## config.mk

```make
export PLATFORM = sky130hd
export DESIGN_NAME = wordle_board_ctrl
export DESIGN_NICKNAME = d
export VERILOG_FILES = /design/src/rtl/wordle_board_ctrl.sv
export SDC_FILE = /design/constraint.sdc
export NUM_CORES = 1
export LEC_CHECK = 0
export BUFFER_PORTS_ARGS = -buffer_cell sky130_fd_sc_hd__clkbuf_2
export CAP_MARGIN = 20
export CELL_PAD_IN_SITES_DETAIL_PLACEMENT = 1
export CELL_PAD_IN_SITES_GLOBAL_PLACEMENT = 1
export CORE_MARGIN = 1.5
export CORE_UTILIZATION = 56
export CTS_CLUSTER_DIAMETER = 120
export DETAILED_ROUTE_END_ITERATION = 8
export PLACE_DENSITY = 0.87
export SETUP_SLACK_MARGIN = 0.4
export SYNTH_ARGS = -nofsm -noshare
export SYNTH_HDL_FRONTEND = slang
export SYNTH_SLANG_ARGS = --single-unit
```

## constraint.sdc

```tcl
create_clock -name i_clk -period 6.1 [get_ports i_clk]
set_input_delay 0.915 -clock i_clk [delete_from_list [all_inputs] [get_ports i_clk]]
set_output_delay 0.915 -clock i_clk [all_outputs]
set_load 0.1 [all_outputs]
```

## src/rtl/wordle_board_ctrl.sv

```systemverilog
// Wordle guess-entry and two-pass scoring engine with a combinational board read port.
// Optional macro CURSOR_WRAP_EN: the cursor wraps at the row edges instead of saturating.
module wordle_board_ctrl #(
    parameter int WORD_LEN = 5,
    parameter int NUM_ROWS = 6,
    parameter int LETTER_W = 5
) (
    input  logic                         i_clk,
    input  logic                         i_clr,
    input  logic                         i_new_game,
    input  logic [WORD_LEN*LETTER_W-1:0] i_target,
    input  logic                         i_btnu,
    input  logic                         i_btnd,
    input  logic                         i_btnl,
    input  logic                         i_btnr,
    input  logic                         i_btns,
    input  logic [2:0]                   i_rd_row,
    input  logic [2:0]                   i_rd_col,
    output logic [LETTER_W-1:0]          o_rd_letter,
    output logic [1:0]                   o_rd_score,
    output logic [2:0]                   o_cur_row,
    output logic [2:0]                   o_cur_col,
    output logic                         o_busy,
    output logic                         o_reject,
    output logic                         o_game_won,
    output logic                         o_game_lost
);

    typedef enum logic [2:0] {IDLE, ENTRY, SCORE1, SCORE2, CHECK, WON, LOST} state_t;

    localparam logic [2:0]          LAST_COL = 3'(WORD_LEN - 1);
    localparam logic [2:0]          LAST_ROW = 3'(NUM_ROWS - 1);
    localparam logic [3:0]          ROWS4    = 4'(NUM_ROWS);
    localparam logic [3:0]          COLS4    = 4'(WORD_LEN);
    localparam logic [LETTER_W-1:0] LTR_A    = LETTER_W'(1);
    localparam logic [LETTER_W-1:0] LTR_Z    = LETTER_W'(26);

`ifdef CURSOR_WRAP_EN
    localparam logic [2:0] COL_AFTER_LEFT_EDGE  = LAST_COL;
    localparam logic [2:0] COL_AFTER_RIGHT_EDGE = 3'd0;
`else
    localparam logic [2:0] COL_AFTER_LEFT_EDGE  = 3'd0;
    localparam logic [2:0] COL_AFTER_RIGHT_EDGE = LAST_COL;
`endif

    state_t                r_state;
    logic [LETTER_W-1:0]   r_letters [NUM_ROWS][WORD_LEN];
    logic [1:0]            r_scores  [NUM_ROWS][WORD_LEN];
    logic [LETTER_W-1:0]   r_target  [WORD_LEN];
    logic [WORD_LEN-1:0]   r_used;
    logic [2:0]            r_idx;
    logic [2:0]            r_curRow;
    logic [2:0]            r_curCol;
    logic                  r_busy;
    logic                  r_reject;
    logic                  r_won;
    logic                  r_lost;

    logic                  w_rowFull;
    logic                  w_allCorrect;
    logic                  w_found;
    logic [2:0]            w_foundJ;
    logic [LETTER_W-1:0]   w_guessI;
    logic [LETTER_W-1:0]   w_curLetter;

    function automatic logic [LETTER_W-1:0] letterUp(input logic [LETTER_W-1:0] l);
        if (l == '0 || l >= LTR_Z) return LTR_A;
        return l + LTR_A;
    endfunction

    function automatic logic [LETTER_W-1:0] letterDown(input logic [LETTER_W-1:0] l);
        if (l <= LTR_A || l > LTR_Z) return LTR_Z;
        return l - LTR_A;
    endfunction

    assign w_guessI    = r_letters[r_curRow][r_idx];
    assign w_curLetter = r_letters[r_curRow][r_curCol];

    // Descending search so the lowest matching unused target position wins.
    always_comb begin
        w_rowFull    = 1'b1;
        w_allCorrect = 1'b1;
        w_found      = 1'b0;
        w_foundJ     = '0;
        for (int i = 0; i < WORD_LEN; i++) begin
            if (r_letters[r_curRow][i] == '0) w_rowFull = 1'b0;
            if (r_scores[r_curRow][i] != 2'd3) w_allCorrect = 1'b0;
        end
        for (int j = WORD_LEN - 1; j >= 0; j--) begin
            if (!r_used[j] && r_target[j] == w_guessI) begin
                w_found  = 1'b1;
                w_foundJ = 3'(j);
            end
        end
    end

    always_comb begin
        o_rd_letter = '0;
        o_rd_score  = '0;
        if ({1'b0, i_rd_row} < ROWS4 && {1'b0, i_rd_col} < COLS4) begin
            o_rd_letter = r_letters[i_rd_row][i_rd_col];
            o_rd_score  = r_scores[i_rd_row][i_rd_col];
        end
    end

    always_ff @(posedge i_clk) begin
        if (i_clr || i_new_game) begin
            r_state  <= i_clr ? IDLE : ENTRY;
            r_curRow <= '0;
            r_curCol <= '0;
            r_idx    <= '0;
            r_used   <= '0;
            r_busy   <= 1'b0;
            r_reject <= 1'b0;
            r_won    <= 1'b0;
            r_lost   <= 1'b0;
            for (int r = 0; r < NUM_ROWS; r++) begin
                for (int c = 0; c < WORD_LEN; c++) begin
                    r_letters[r][c] <= '0;
                    r_scores[r][c]  <= '0;
                end
            end
            for (int c = 0; c < WORD_LEN; c++) begin
                r_target[c] <= i_clr ? '0 : i_target[c*LETTER_W +: LETTER_W];
            end
        end else begin
            r_reject <= 1'b0;
            case (r_state)
                ENTRY: begin
                    if (i_btns) begin
                        if (w_rowFull) begin
                            r_state <= SCORE1;
                            r_busy  <= 1'b1;
                            r_idx   <= '0;
                        end else begin
                            r_reject <= 1'b1;
                        end
                    end else if (i_btnu) begin
                        r_letters[r_curRow][r_curCol] <= letterUp(w_curLetter);
                    end else if (i_btnd) begin
                        r_letters[r_curRow][r_curCol] <= letterDown(w_curLetter);
                    end else if (i_btnl) begin
                        r_curCol <= (r_curCol == 3'd0) ? COL_AFTER_LEFT_EDGE : r_curCol - 3'd1;
                    end else if (i_btnr) begin
                        r_curCol <= (r_curCol == LAST_COL) ? COL_AFTER_RIGHT_EDGE : r_curCol + 3'd1;
                    end
                end
                SCORE1: begin
                    if (w_guessI == r_target[r_idx]) begin
                        r_scores[r_curRow][r_idx] <= 2'd3;
                        r_used[r_idx]             <= 1'b1;
                    end else begin
                        r_used[r_idx] <= 1'b0;
                    end
                    if (r_idx == LAST_COL) begin
                        r_idx   <= '0;
                        r_state <= SCORE2;
                    end else begin
                        r_idx <= r_idx + 3'd1;
                    end
                end
                SCORE2: begin
                    if (r_scores[r_curRow][r_idx] == 2'd0) begin
                        if (w_found) begin
                            r_scores[r_curRow][r_idx] <= 2'd2;
                            r_used[w_foundJ]          <= 1'b1;
                        end else begin
                            r_scores[r_curRow][r_idx] <= 2'd1;
                        end
                    end
                    if (r_idx == LAST_COL) begin
                        r_idx   <= '0;
                        r_state <= CHECK;
                    end else begin
                        r_idx <= r_idx + 3'd1;
                    end
                end
                CHECK: begin
                    r_busy <= 1'b0;
                    if (w_allCorrect) begin
                        r_state <= WON;
                        r_won   <= 1'b1;
                    end else if (r_curRow == LAST_ROW) begin
                        r_state <= LOST;
                        r_lost  <= 1'b1;
                    end else begin
                        r_curRow <= r_curRow + 3'd1;
                        r_curCol <= '0;
                        r_state  <= ENTRY;
                    end
                end
                default: ;
            endcase
        end
    end

    assign o_cur_row   = r_curRow;
    assign o_cur_col   = r_curCol;
    assign o_busy      = r_busy;
    assign o_reject    = r_reject;
    assign o_game_won  = r_won;
    assign o_game_lost = r_lost;

endmodule

```

==> reports/qor.csv <==
stage,metric,value,unit
run_status,outcome,finished clean,
layout,drive_above_1_share,18.0,%
sta,tns,0,ns
global_route,grtUsageTotal,37.5,%
global_route,grt_max_degree,101,
setup_path,cp.required,6.35,ns
sta,fmax,0.182,GHz
min_path,hold_depth,1,
detailed_routing,postRouteWirelength,66500,um
sta,worst_pin_slew,1.15,ns
pwr,p_total,0.00558,W
floorplanning,dieWidth,189,um
layout,fin_nets,1693,
setup_path,r2r_end,r_scores[0][9]$_SDFFCE_PN0P_,
min_path,hp-class,flop to flop,
clocking,cts_tree,yes,
sta,maxSlewHeadroom,22.6,%
synth,async_flop_share,0,%
clocking,cts-root-buf,clkbuf_16,
synth,synthFlopType,edfxtp_1,
synth,ys_seq_elements,332,
detailed_routing,first_iter_violations,2270,
layout,area_growth,9.14,%
pwr,power_per_cell_area,264,nW/um2
synth,syn_avg_cell_area,11.8,um2
floorplanning,core,33800,um2
floorplanning,die_area,35700,um2
clocking,clk_pin_slew,0.06,ns
synth,synthTopCellsByCount,"edfxtp_1 (308), nor2_1 (209), nand2_1 (130)",
global_route,antenna_found_initial,0,
placement,port_buffers,55,
placement,dpl_cell_area,20000,um2
sta,finalHoldViolCount,0,
floorplanning,rows,67,
sta,period_share,89.9,%
pwr,power_leakage,7.29,nW
clocking,htreeDepth,2,
synth,synth.most_common_cell,edfxtp_1,
floorplanning,die_y,189,um
sta,layout_setup_ws,0.616,ns
setup_path,rrSetupSlack,0.62,ns
sta,fin_skew,0.0221,ns
setup_path,path_max_fanout,70,
clocking,clock_sinks,332,
sta,layout_min_cycle_time,5.48,ns
placement,finalWeightedCongestion,0.983,
sta,finalSetupViolations,0,
detailed_routing,wl_per_cell,31.4,um
setup_path,crit_arrival,5.74,ns
setup_path,critPathKind,flop to flop,
synth,synth.area.top_cells,"edfxtp_1 (48%), mux4_2 (13%), mux2i_1 (5.7%), nor2_1 (4.0%), nand2_1 (2.5%)",
clocking,clock_latency,0.55,ns
min_path,hold_path_startpoint,o_game_lost$_SDFFE_PP0P_,
synth,yosys_warnings,0,
detailed_routing,vias,15500,
floorplanning,io_pins,56,
sta,rsz0062_at_grt,false,
setup_path,worstSetupStartpointType,flop,
detailed_routing,drc,0,
run,drv_cap,0,
layout,postLayoutCellArea,21100,um2
min_path,holdPathEnd,o_game_lost$_SDFFE_PP0P_,
synth,ys_seq_area_share,50.2,%
synth,synth_top_cell_by_area,edfxtp_1,
synth,syn_nets,1688,
placement,hpwl,45600,um
global_route,grt_pass1_wl,99700,um
global_route,overflow,0,
synth,synth_top_area_share,47.7,%
setup_path,r2r_cells,12,
placement,dp_worst_setup_slack,0.553,ns
detailed_routing,antenna_left,0,
clocking,cts_buffers,37,
floorplanning,start_util,57.3,%
clocking,clock_path_buffers,3,
setup_path,worstSetupEndpointType,flop,
global_route,grt_pass1_vias,15900,
detailed_routing,via_per_inst,7.32,
synth,synth_edf_count,308,
layout,fillers,3341,
synth,yosysUniqueCellTypes,72,
synth,netlist_area,19400,um2
pwr,ir_drop,0.000304,V
sta,report.final.slew_viol_count,0,
synth,synthCells,1636,
detailed_routing,drt_pass1_iterations,6,
## state kept, by name, summed over array words and instances, names as in the netlist, named ones only
signal       flops
o_cur_col        3
r_state          3
r_letters      200
o_cur_row        3
o_game_lost      1
r_scores        80
r_idx            3
o_game_won       1
r_target        25
o_reject         1
o_busy           1
## logic make-up (layout without fill, tap and decap cells)
kind of cell	Yosys count	count (layout)	share of synthesized area (%)
DFF	332	332	50.2
and+or+nand+nor	630	630	15.7
buffers and inverters	156	187	3.59
adders and majority gates	13	13	0.840
muxes	245	245	20.0
xor gates and xnor gates	30	30	1.36
other	0	1	0
AOI/OAI and AO/OA	230	230	8.25
## per-layer routing
layer / GRT usage [%] / vias up / share of wire, %
met5: 0 / - / 0
met4: 18.7 / 0 / 5.5
met3: 7.23 / 281 / 11
met2: 60.8 / 1151 / 47
met1: 48.5 / 7728 / 36
li1: - / 6332 / -
## through the flow
step                hold WS [ns]  utilization [%]  instances
global route               0.509             62.6       2115
global placement           0.454             59.1       2049
detailed placement         0.461             59.1       2049
CTS                        0.480             62.5       2114
finish                     0.483             62.6       2116
floorplan                  0.446                -       1636
## power breakdown
group	internal (W)	switching, W
logic	0.000262	0.000472
registers	0.00257	0.0000796
clock network	0.00125	0.000948
## worst max path at each step
stage | startpoint | endpoint
finish | flop | r_scores[0][9]$_SDFFCE_PN0P_
global route | flop | r_scores[0][9]$_SDFFCE_PN0P_
CTS | flop | r_letters[1][17]$_SDFFCE_PN0P_
detailed placement | flop | r_letters[0][20]$_SDFFCE_PN0P_
global placement | flop | r_letters[6][20]$_DFFE_PP_
floorplan | i_rd_row[0] | o_rd_letter[3]
## timing repair
item,in CTS,in global routing
gates resized for setup,0,2
buffers inserted,0,0
hold buffers,0,0
endpoints found under the setup margin,0,71
## layout by cell type (no fill, tap or decap), types with 45 or more instances in the layout
master	n
nor4_1	66
edfxtp_1	308
nor2b_1	60
nand2_1	130
mux4_2	111
mux2i_1	110
clkbuf_2	54
a21oi_1	45
nor2_1	208
nor3_1	48
## area by class of cell
cell class | count | area, um2 | share of cell area (%)
timing repair buffer | 89 | 568 | 2.69
inverter | 33 | 124 | 0.586
multi-input combinational | 1148 | 9000 | 42.6
clock buffer | 46 | 1000 | 4.74
sequential | 332 | 9740 | 46.1
clock inverter | 19 | 149 | 0.704
tap | 448 | 561 | 2.65
antenna | 1 | 2.50 | 0.0118
## worst max-delay path: stages, from the launching register on
cell and delay, ns:
dfxtp_4 1.07, buf_4 0.51, mux2_2 0.39, o22ai_1 0.27, nor3_1 0.09, or4_1 0.72, xnor2_1 0.23, nand4_1 0.12
or4_1 0.66, nand3_1 0.26, nor3_4 0.07, buf_4 0.27, nor4_1 0.51
(Power assumes the default switching activity.)
